--- config.mk ---
export PLATFORM = sky130hd
export DESIGN_NAME = bin_morph_flat
export DESIGN_NICKNAME = d
export VERILOG_FILES = /design/src/rtl/bin_morph_pkg.sv /design/src/rtl/bin_morph_if.sv /design/src/rtl/bin_morph_line_buf.sv /design/src/rtl/bin_morph.sv /design/src/flat_wrapper.sv
export SDC_FILE = /design/constraint.sdc
export NUM_CORES = 2
export LEC_CHECK = 0
export CORE_MARGIN = 8
export CORE_UTILIZATION = 33
export CTS_CLUSTER_SIZE = 40
export DETAILED_ROUTE_END_ITERATION = 12
export PLACE_DENSITY_LB_ADDON = 0.15
export SLEW_MARGIN = 10
export SYNTH_ARGS = -nofsm -noshare
export SYNTH_HDL_FRONTEND = slang
export SYNTH_SLANG_ARGS = --single-unit
--- constraint.sdc ---
create_clock -name clk -period 40.3 [get_ports clk]
set_input_delay 6.045 -clock clk [delete_from_list [all_inputs] [get_ports clk]]
set_output_delay 6.045 -clock clk [all_outputs]
set_load 0.01 [all_outputs]
--- src/rtl/bin_morph_pkg.sv ---
// bin_morph_pkg: shared constants and helpers for the binary morphology stage.
//   MODE_ERODE / MODE_DILATE : values of the per-frame mode input
//   FG_COLOR_DEF / BG_COLOR_DEF : default RGB565 output words
//   morph_radius()           : window radius R = (WIN-1)/2
package bin_morph_pkg;

  localparam logic MODE_ERODE  = 1'b0;
  localparam logic MODE_DILATE = 1'b1;

  localparam logic [15:0] FG_COLOR_DEF = 16'h0000;
  localparam logic [15:0] BG_COLOR_DEF = 16'hFFFF;

  // Window radius; WIN is expected to be 3 or 5.
  function automatic int unsigned morph_radius(input int unsigned win);
    return (win - 1) / 2;
  endfunction

endpackage

--- src/rtl/bin_morph_if.sv ---
// bin_morph_if: pixel-in / SDRAM-word-out bundle of the morphology stage.
//   frame_start, mode, data_en, pix : pixel stream from the threshold stage
//   sdram_wr_en, sdram_wr_data      : result stream toward the SDRAM write port
//   fg_count                        : last-frame foreground count (MORPH_FG_COUNT_EN only)
// Modports: slave = morphology block, master = stream source / sink side.
interface bin_morph_if
`ifdef MORPH_FG_COUNT_EN
  #(parameter int unsigned CNT_W = 19)
`endif
  ;

  logic        frame_start;
  logic        mode;
  logic        data_en;
  logic        pix;
  logic        sdram_wr_en;
  logic [15:0] sdram_wr_data;
`ifdef MORPH_FG_COUNT_EN
  logic [CNT_W-1:0] fg_count;
`endif

  modport slave (
    input  frame_start, mode, data_en, pix,
`ifdef MORPH_FG_COUNT_EN
    output fg_count,
`endif
    output sdram_wr_en, sdram_wr_data
  );

  modport master (
    output frame_start, mode, data_en, pix,
`ifdef MORPH_FG_COUNT_EN
    input  fg_count,
`endif
    input  sdram_wr_en, sdram_wr_data
  );

endinterface

--- src/rtl/bin_morph_line_buf.sv ---
// bin_morph_line_buf: LINES cascaded 1-bit line delays of IMG_W pixels each.
//   clk    : pixel clock
//   en_i   : shift enable (one pixel per enabled cycle)
//   col_i  : current column, used as the RAM address
//   din_i  : new pixel entering line 0
//   taps_o : taps_o[l] = pixel from l+1 lines ago at column col_i
// Each line is a RAM read before write at the same address, so the tap
// shows the previous line's pixel while the new one is stored. No reset:
// stale contents are hidden by the border mask downstream.
module bin_morph_line_buf #(
  parameter int unsigned IMG_W = 640,
  parameter int unsigned LINES = 2,
  localparam int unsigned CW   = $clog2(IMG_W)
) (
  input  logic             clk,
  input  logic             en_i,
  input  logic [CW-1:0]    col_i,
  input  logic             din_i,
  output logic [LINES-1:0] taps_o
);

  for (genvar l = 0; l < LINES; l++) begin : g_line
    logic mem_q [IMG_W];
    logic din;

    if (l == 0) begin : g_first
      assign din = din_i;
    end else begin : g_chain
      assign din = taps_o[l-1];
    end

    // Asynchronous read of the old word, write of the new one on enable.
    assign taps_o[l] = mem_q[col_i];

    always_ff @(posedge clk) begin
      if (en_i) begin
        mem_q[col_i] <= din;
      end
    end
  end

endmodule

--- src/rtl/bin_morph.sv ---
// bin_morph: WIN x WIN binary erosion/dilation over a raster 1-bit stream,
// producing one RGB565 black/white word per input pixel, 3 cycles after
// the window update.
//   clk, rst : pixel clock, asynchronous active-high reset
//   bus      : bin_morph_if.slave (frame_start, mode, data_en, pix in;
//              sdram_wr_en, sdram_wr_data, optional fg_count out)
// Optional feature: define MORPH_FG_COUNT_EN to add the per-frame
// foreground counter and the fg_count output.
module bin_morph
  import bin_morph_pkg::*;
#(
  parameter int unsigned IMG_W    = 640,
  parameter int unsigned IMG_H    = 480,
  parameter int unsigned WIN      = 3,
  parameter logic [15:0] FG_COLOR = FG_COLOR_DEF,
  parameter logic [15:0] BG_COLOR = BG_COLOR_DEF
) (
  input logic        clk,
  input logic        rst,
  bin_morph_if.slave bus
);

  localparam int unsigned R     = morph_radius(WIN);
  localparam int unsigned LINES = 2 * R;
  localparam int unsigned CW    = $clog2(IMG_W);
  localparam int unsigned RW    = $clog2(IMG_H);

  logic [CW-1:0] col_q, col_d, col_cur;
  logic [RW-1:0] row_q, row_d, row_cur;
  logic          mode_q, mode_d, mode_cur;

  logic [LINES-1:0]           taps;
  logic [WIN-1:0]             new_col;
  logic [WIN-1:0][WIN-1:0]    win_q, win_d;
  logic [WIN-1:0]             row_red;

  logic           s0_vld_q, s0_vld_d, s0_border_q, s0_border_d, s0_mode_q, s0_mode_d;
  logic [WIN-1:0] s1_red_q, s1_red_d;
  logic           s1_vld_q, s1_vld_d, s1_border_q, s1_border_d, s1_mode_q, s1_mode_d;
  logic           s2_vld_q, s2_vld_d, s2_fg_q, s2_fg_d;
  logic           wr_en_q, wr_en_d;
  logic [15:0]    wr_data_q, wr_data_d;

  bin_morph_line_buf #(
    .IMG_W (IMG_W),
    .LINES (LINES)
  ) u_line_buf (
    .clk    (clk),
    .en_i   (bus.data_en),
    .col_i  (col_cur),
    .din_i  (bus.pix),
    .taps_o (taps)
  );

  // Window rows: row WIN-1 is the live pixel, row 0 the oldest line.
  for (genvar r = 0; r < WIN; r++) begin : g_win
    if (r == WIN - 1) begin : g_pix
      assign new_col[r] = bus.pix;
    end else begin : g_tap
      assign new_col[r] = taps[LINES-1-r];
    end
    assign win_d[r] = bus.data_en ? {new_col[r], win_q[r][WIN-1:1]} : win_q[r];
    // Per-row fg test on pixel polarity (fg = 0): any-fg for dilation, all-fg for erosion.
    assign row_red[r] = (s0_mode_q == MODE_DILATE) ? ~&win_q[r] : ~|win_q[r];
  end

  // Counters, mode latch and the reduction pipeline.
  always_comb begin
    col_cur  = bus.frame_start ? '0 : col_q;
    row_cur  = bus.frame_start ? '0 : row_q;
    mode_cur = bus.frame_start ? bus.mode : mode_q;

    col_d       = col_cur;
    row_d       = row_cur;
    mode_d      = mode_cur;
    s0_vld_d    = bus.data_en;
    s0_border_d = s0_border_q;
    s0_mode_d   = s0_mode_q;

    if (bus.data_en) begin
      if (col_cur == CW'(IMG_W - 1)) begin
        col_d = '0;
        row_d = (row_cur == RW'(IMG_H - 1)) ? '0 : row_cur + 1'b1;
      end else begin
        col_d = col_cur + 1'b1;
      end
      s0_border_d = (row_cur < RW'(LINES)) || (col_cur < CW'(LINES));
      s0_mode_d   = mode_cur;
    end

    s1_vld_d    = s0_vld_q;
    s1_border_d = s0_border_q;
    s1_mode_d   = s0_mode_q;
    s1_red_d    = row_red;

    s2_vld_d = s1_vld_q;
    s2_fg_d  = ~s1_border_q & ((s1_mode_q == MODE_DILATE) ? |s1_red_q : &s1_red_q);

    wr_en_d   = s2_vld_q;
    wr_data_d = wr_data_q;
    if (s2_vld_q) begin
      wr_data_d = s2_fg_q ? FG_COLOR : BG_COLOR;
    end
  end

  always_ff @(posedge clk or posedge rst) begin
    if (rst) begin
      col_q       <= '0;
      row_q       <= '0;
      mode_q      <= MODE_ERODE;
      win_q       <= '1;
      s0_vld_q    <= 1'b0;
      s0_border_q <= 1'b1;
      s0_mode_q   <= MODE_ERODE;
      s1_red_q    <= '0;
      s1_vld_q    <= 1'b0;
      s1_border_q <= 1'b1;
      s1_mode_q   <= MODE_ERODE;
      s2_vld_q    <= 1'b0;
      s2_fg_q     <= 1'b0;
      wr_en_q     <= 1'b0;
      wr_data_q   <= 16'h0000;
    end else begin
      col_q       <= col_d;
      row_q       <= row_d;
      mode_q      <= mode_d;
      win_q       <= win_d;
      s0_vld_q    <= s0_vld_d;
      s0_border_q <= s0_border_d;
      s0_mode_q   <= s0_mode_d;
      s1_red_q    <= s1_red_d;
      s1_vld_q    <= s1_vld_d;
      s1_border_q <= s1_border_d;
      s1_mode_q   <= s1_mode_d;
      s2_vld_q    <= s2_vld_d;
      s2_fg_q     <= s2_fg_d;
      wr_en_q     <= wr_en_d;
      wr_data_q   <= wr_data_d;
    end
  end

  assign bus.sdram_wr_en   = wr_en_q;
  assign bus.sdram_wr_data = wr_data_q;

`ifdef MORPH_FG_COUNT_EN
  localparam int unsigned CNT_W = $clog2(IMG_W * IMG_H + 1);

  logic             s0_last_q, s0_last_d, s1_last_q, s1_last_d, s2_last_q, s2_last_d;
  logic [CNT_W-1:0] cnt_q, cnt_d, cnt_inc, fg_count_q, fg_count_d;

  // Last-pixel marker rides the pipeline; its output beat publishes the total.
  always_comb begin
    s0_last_d = s0_last_q;
    if (bus.data_en) begin
      s0_last_d = (row_cur == RW'(IMG_H - 1)) && (col_cur == CW'(IMG_W - 1));
    end
    s1_last_d = s0_last_q;
    s2_last_d = s1_last_q;

    cnt_inc    = cnt_q + CNT_W'(s2_vld_q & s2_fg_q);
    cnt_d      = cnt_inc;
    fg_count_d = fg_count_q;
    if (s2_vld_q && s2_last_q) begin
      fg_count_d = cnt_inc;
      cnt_d      = '0;
    end
    if (bus.frame_start) begin
      cnt_d = '0;
    end
  end

  always_ff @(posedge clk or posedge rst) begin
    if (rst) begin
      s0_last_q  <= 1'b0;
      s1_last_q  <= 1'b0;
      s2_last_q  <= 1'b0;
      cnt_q      <= '0;
      fg_count_q <= '0;
    end else begin
      s0_last_q  <= s0_last_d;
      s1_last_q  <= s1_last_d;
      s2_last_q  <= s2_last_d;
      cnt_q      <= cnt_d;
      fg_count_q <= fg_count_d;
    end
  end

  assign bus.fg_count = fg_count_q;
`endif

endmodule
--- src/flat_wrapper.sv ---
// flat-port wrapper written by rule: the top's interface ports become plain ports
module bin_morph_flat import bin_morph_pkg::*;
#(
  parameter int unsigned IMG_W    = 640,
  parameter int unsigned IMG_H    = 480,
  parameter int unsigned WIN      = 3,
  parameter logic [15:0] FG_COLOR = FG_COLOR_DEF,
  parameter logic [15:0] BG_COLOR = BG_COLOR_DEF
)
  (clk, rst, bus_frame_start, bus_mode, bus_data_en, bus_pix, bus_sdram_wr_en, bus_sdram_wr_data);
  bin_morph_if bus_i ();
  input logic clk;
  input logic rst;
  input wire logic [$bits(bus_i.frame_start)-1:0] bus_frame_start;
  input wire logic [$bits(bus_i.mode)-1:0] bus_mode;
  input wire logic [$bits(bus_i.data_en)-1:0] bus_data_en;
  input wire logic [$bits(bus_i.pix)-1:0] bus_pix;
  output wire logic [$bits(bus_i.sdram_wr_en)-1:0] bus_sdram_wr_en;
  output wire logic [$bits(bus_i.sdram_wr_data)-1:0] bus_sdram_wr_data;
  assign bus_i.frame_start = bus_frame_start;
  assign bus_i.mode = bus_mode;
  assign bus_i.data_en = bus_data_en;
  assign bus_i.pix = bus_pix;
  assign bus_sdram_wr_en = bus_i.sdram_wr_en;
  assign bus_sdram_wr_data = bus_i.sdram_wr_data;
  bin_morph #(.IMG_W(IMG_W), .IMG_H(IMG_H), .WIN(WIN), .FG_COLOR(FG_COLOR), .BG_COLOR(BG_COLOR)) u_core (.clk(clk), .rst(rst), .bus(bus_i));
endmodule
After elaboration in Yosys (flattened, before gate mapping)

Memory sizes are Yosys's and may differ from the RTL's. A register that Yosys moved wholly into a read port is not among the register bits.
Cells that the tools add are included.

Bits in registers: 57
RAM bits: 1280
Word-level logic and storage cells: 57
Memories: 2

$add $sub $neg: 2
$lt $le $gt $ge: 2
Equality and inequality tests: 2
Muxes and demuxes: 15
Bitwise logic cells: 2
Reduce and logical (&&, ||, !) cells: 15

Memories:

| name                              | depth | bits a word | read ports | clocked after Yosys merged registers in | write ports | line                     | text |
|---|---|---|---|---|---|---|---|
| u_core.u_line_buf.g_line[0].mem_q | 640   | 1           | 1          | 0                                       | 1           | bin_morph_line_buf.sv:23 | `logic mem_q [IMG_W];` |
| u_core.u_line_buf.g_line[1].mem_q | 640   | 1           | 1          | 1                                       | 1           | bin_morph_line_buf.sv:23 |  |

Operators with widths:

| cell                                                | number |
|---|---|
| two-way mux 9 bit                                   | 4 |
| two-way mux 10 bit                                  | 3 |
| two-way mux 16 bit                                  | 1 |
| AND reduction 3 bit                                 | 4 |
| OR reduction 3 bit                                  | 4 |
| adder 10 x 1 -> 10 bit, second input constant       | 1 |
| == test 10 bit, second input constant               | 1 |
| < comparator 10 x 2 -> 1 bit, second input constant | 1 |
| adder 9 x 1 -> 9 bit, second input constant         | 1 |
| == test 9 bit, second input constant                | 1 |
| < comparator 9 x 2 -> 1 bit, second input constant  | 1 |
| two-way mux 1 bit                                   | 7 |
| zero test 1 bit                                     | 6 |
| bitwise AND 1 bit                                   | 1 |
| logical OR 1 bit                                    | 1 |
| inverter 1 bit                                      | 1 |

Longest topological paths before layout

Depth in word-level cells: 5
Mapped depth: 16
Mapped depth without buffers: 10

Modules after synthesis

Synthesis repeated with hierarchy kept, for this count alone.

Cell total of the unflattened synthesis: 3458
Area total of the unflattened synthesis: 54297.1 µm²

Modules (own cells, without submodules):

| module             | times used | cells an instance | area an instance (µm²) | seq. area each (µm²) |
|---|---|---|---|---|
| bin_morph_line_buf | 1          | 3264              | 52227.6                | 38436.9 |
| bin_morph          | 1          | 194               | 2069.5                 | 1064.8 |

Least setup slack after synthesis

OpenSTA, ideal clock, no wires.

Kind: in2reg
From: input port bus_frame_start
To: memory u_core.u_line_buf.g_line[1].mem_q[0], data pin
Setup time: 4.024 ns
Data arrival time: 26.877 ns
Required time: 36.276 ns
Slack: 9.399 ns
Stages on the path: 9
Path buffers: 2
Cell sequence: buf_2 > or3b_2 > clkbuf_1 > a2111oi_0 > a311oi_1 > a31oi_1 > nor4_1 > a311o_1 > a31oi_1

Longest elaborated chain between the ends: 2

RTL lines:

| item                                | line                     | text |
|---|---|---|
| from (decl)                         | flat_wrapper.sv:14       | `input wire logic [$bits(bus_i.frame_start)-1:0] bus_frame_start;` |
| two-way mux 10 bit                  | bin_morph.sv:69          | `col_cur = bus.frame_start ? '0 : col_q;` |
| memory (640 x 1 bit)                | --                       |  |
| net u_core.u_line_buf.g_line[1].din | bin_morph_line_buf.sv:24 | `logic din;` |
| to (decl)                           | bin_morph_line_buf.sv:23 |  |

The timed path passes the listed nets, and every way through them passes these cells.

Final worst setup path

From: input port bus_frame_start
To: memory u_core.u_line_buf.g_line[1].mem_q[51], data pin

The elaborated chain is that of the path after synthesis.

==> summary.txt <==
Run status
  • Status: finished clean

Place
  • Dpl cell area: 57800 um^2
  • Port Buffer Count: 22
  • HPWL after detailed placement: 110900 um
  • Placer Congestion: 0.8209

Setup path
  • RR Endpoint: u_core.u_line_buf.g_line[1].mem_q[51]
  • WP data required: 40760 ps
  • Critical path endpoint category: register
  • FF-to-FF Start: u_core.col_q[0]
  • Reg2Reg Setup Slack: 33390 ps
  • Reg2Reg Depth: 13
  • Crit start category: primary input
  • Critical path peak fanout: 108
  • Crit Path Class: in2reg
  • Worst Path Arrival: 12310 ps

Timing
  • Final hold violations: 0
  • Final setup vio count: 0
  • RSZ-0062 raised after global routing: no
  • Final period util: 29.41%
  • Tmin final: 11850 ps
  • Worst Max-Slew Pin Slew: 1259 ps
  • TNS Setup: 0 ps
  • Rel. slew slack: 15.42%
  • Fin Clk Skew: 41.44 ps
  • Final Max Tran Viols: 0
  • Hold WS: 354.6 ps
  • Fmax: 84.39 MHz

Floorplan
  • Initial core utilization: 33.11%
  • IO Pins: 23
  • Row cnt: 150
  • Die height: 425.0 um
  • Total Die Area: 180600 um^2
  • Chip width: 425.0 um
  • Core area: 166700 um^2

Layout
  • Most common cell after layout, fill and taps aside: edfxtp_1
  • Most frequent cells in the layout: edfxtp_1 (1280), nor2_1 (717), nand2_1 (254), mux2i_1 (228), clkbuf_16 (152)
  • # diodes: 0
  • Layout Nets: 3805
  • Layout cells sized above 1: 14.01%
  • Area growth syn-to-layout: 13.53%
  • Fin area: 62660 um^2

Drt
  • First DRT Iteration DRCs: 3861
  • Post-route ant nets: 0
  • # DRC: 0
  • Vias: 34290
  • Via density: 5.600
  • Per-cell routed wire length: 31.67 um
  • Total Wirelength: 193900 um
  • Drt pass-1 iters: 8

Power and ir drop
  • PwrDens: 48.90 nW/um^2
  • Leak: 19.11 nW
  • Overall power: 3.064 mW
  • Peak supply drop: 0.03008 mV

Min path
  • Worst Hold Path Cells: 0
  • Min-delay src: u_core.s1_vld_q
  • Hold endpoint: u_core.s2_vld_q
  • Hold Path Class: reg2reg

Clock network
  • CTS sink count: 1322
  • Clock transition at the registers of the reported paths: 60 ps
  • Setup bufs post-CTS: 0
  • Post-CTS sizing: 0
  • Clock latency at the later pin of the worst-skew pair: 810 ps
  • H-tree levels: 4
  • TritonCTS clock tree: yes
  • TritonCTS Buffers: 151
  • Hold buffers post-CTS: 0
  • Max Buffers Root-to-Sink: 3
  • Root Buffer Master: clkbuf_16

Global routing
  • Initial antenna violation count: 12
  • Largest net degree at the start of global routing: 205
  • Grt ovf: 0
  • Total GRT Usage: 20.96%
  • First-pass GRT wire length: 271300 um
  • Vias in the first global route: 34510

Yosys
  • Post-synth EDFFs: 1280
  • Gate Count Post-Synth: 3834
  • Post-synth top area share: 69.65%
  • Syn_area_per_cell: 14.39 um^2
  • Sequential area share after synthesis: 71.57%
  • Synth Register Bits: 1322
  • Largest cells by area after synthesis: edfxtp_1 (70%), nor2_1 (4.9%), mux2i_1 (4.1%)
  • Cell variety after synth: 82
  • Yosys warnings: 0
  • Synth Net Count: 3845
  • Most used DFF post-synth: edfxtp_1
  • Async S/R FF share, synth: 3.177%
  • Area of the mapped netlist: 55190 um^2
  • Synth area leader: edfxtp_1

Flow run
  • Max-Cap Viols: 0
-- flip-flops by register name (all words and copies together) (netlist names), 3 cells and up --
register and flops:
u_core.u_line_buf.g_line.mem_q 1280, u_core.win_q 9, u_core.col_q 10, u_core.row_q 9, u_core.s1_red_q 3
-- worst max path at each step --
| stage | start | end | slack, ps | cells past startpoint |
|---|---|---|---|---|
| 5_1_grt | bus_frame_start | u_core.u_line_buf.g_line[1].mem_q[52] | 28240 | 15 |
| 4_1_cts | bus_frame_start | u_core.u_line_buf.g_line[1].mem_q[51] | 28660 | 15 |
| 3_3_place_gp | bus_frame_start | u_core.u_line_buf.g_line[1].mem_q[36] | 27830 | 15 |
| 2_1_floorplan | bus_frame_start | u_core.u_line_buf.g_line[1].mem_q[0] | 9400 | 9 |
| 6_report | bus_frame_start | u_core.u_line_buf.g_line[1].mem_q[51] | 28450 | 15 |
| 3_5_place_dp | bus_frame_start | u_core.u_line_buf.g_line[1].mem_q[600] | 27810 | 15 |
-- cells by family (layout without fill, tap and decap cells) --
logic type	Yosys count	after routing	synth area share [%]
flops	1322	1322	71.57
fa+ha+maj	5	5	0.1134
xor+xnor	9	9	0.1428
simple gates	1235	1235	9.438
mux	368	368	8.971
compound gates	551	551	6.797
buf+inv	344	428	2.963
-- cell type report --
cell class	count	area (um^2)
repair buffers	144	1192
clock buffers	201	4048
multi-input cells	2168	14300
clock inverters	76	809.5
fillers	15850	104000
inverters	7	42.54
well taps	2204	2758
flip-flops and latches	1322	39510
-- critical path, cell delays in order --
cell      delay [ps]
buf_6            250
buf_4            460
buf_4            650
nor2b_4           90
buf_4            330
inv_4            500
buf_4            740
a21oi_1           90
a211oi_1         280
nor4_1           130
o22ai_1          220
o211ai_1         250
a31oi_4          270
buf_4            890
buf_4            830
-- cells in the mapped netlist (all sizes together) (6+ instances only) --
cell	count
a2111oi	10
a211o	6
nor4	7
o21ai	69
a211oi	39
or2	8
or3	7
buf	161
a311oi	12
a32oi	10
dfstp	11
or4	6
and3	9
a221oi	14
mux2i	228
nor3b	17
nand2	270
a31oi	28
nor3	38
inv	7
a22oi	23
o22ai	59
dfrtp	31
o211ai	13
mux2	43
mux4	97
o41ai	8
and2	14
o21a	6
nand4	28
edfxtp	1280
o311ai	6
a221o	8
nor2	719
nand2b	7
o221ai	54
nor2b	31
nand3	63
clkbuf	176
a21oi	139
-- per-layer routing --
layer | global-route usage (%) | wire, um | vias up
met5 | 0 | 26 | -
met4 | 7.368 | 7045 | 4
met3 | 3.477 | 13540 | 320
met2 | 33.33 | 89850 | 1446
met1 | 29.13 | 83410 | 18000
li1 | - | - | 14520
-- where the power goes --
part / leakage [nW] / total, mW / internal (mW) / switching, mW
registers: 12.0 / 1.54 / 1.54 / 0.00618
logic: 4.77 / 0.170 / 0.0427 / 0.128
clock network: 2.35 / 1.35 / 0.772 / 0.580
total: 19.1 / 3.06 / 2.35 / 0.714
-- metrics by stage --
stage,setup WS [ps],std cells,util (%)
final,28450,6122,37.60
after global routing,28240,6122,37.60
after CTS,28660,6122,37.60
after detailed placement,27810,5845,34.68
after global placement,27830,5845,34.68
after floorplan,9399,3834,-
(Power assumes the default switching activity.)
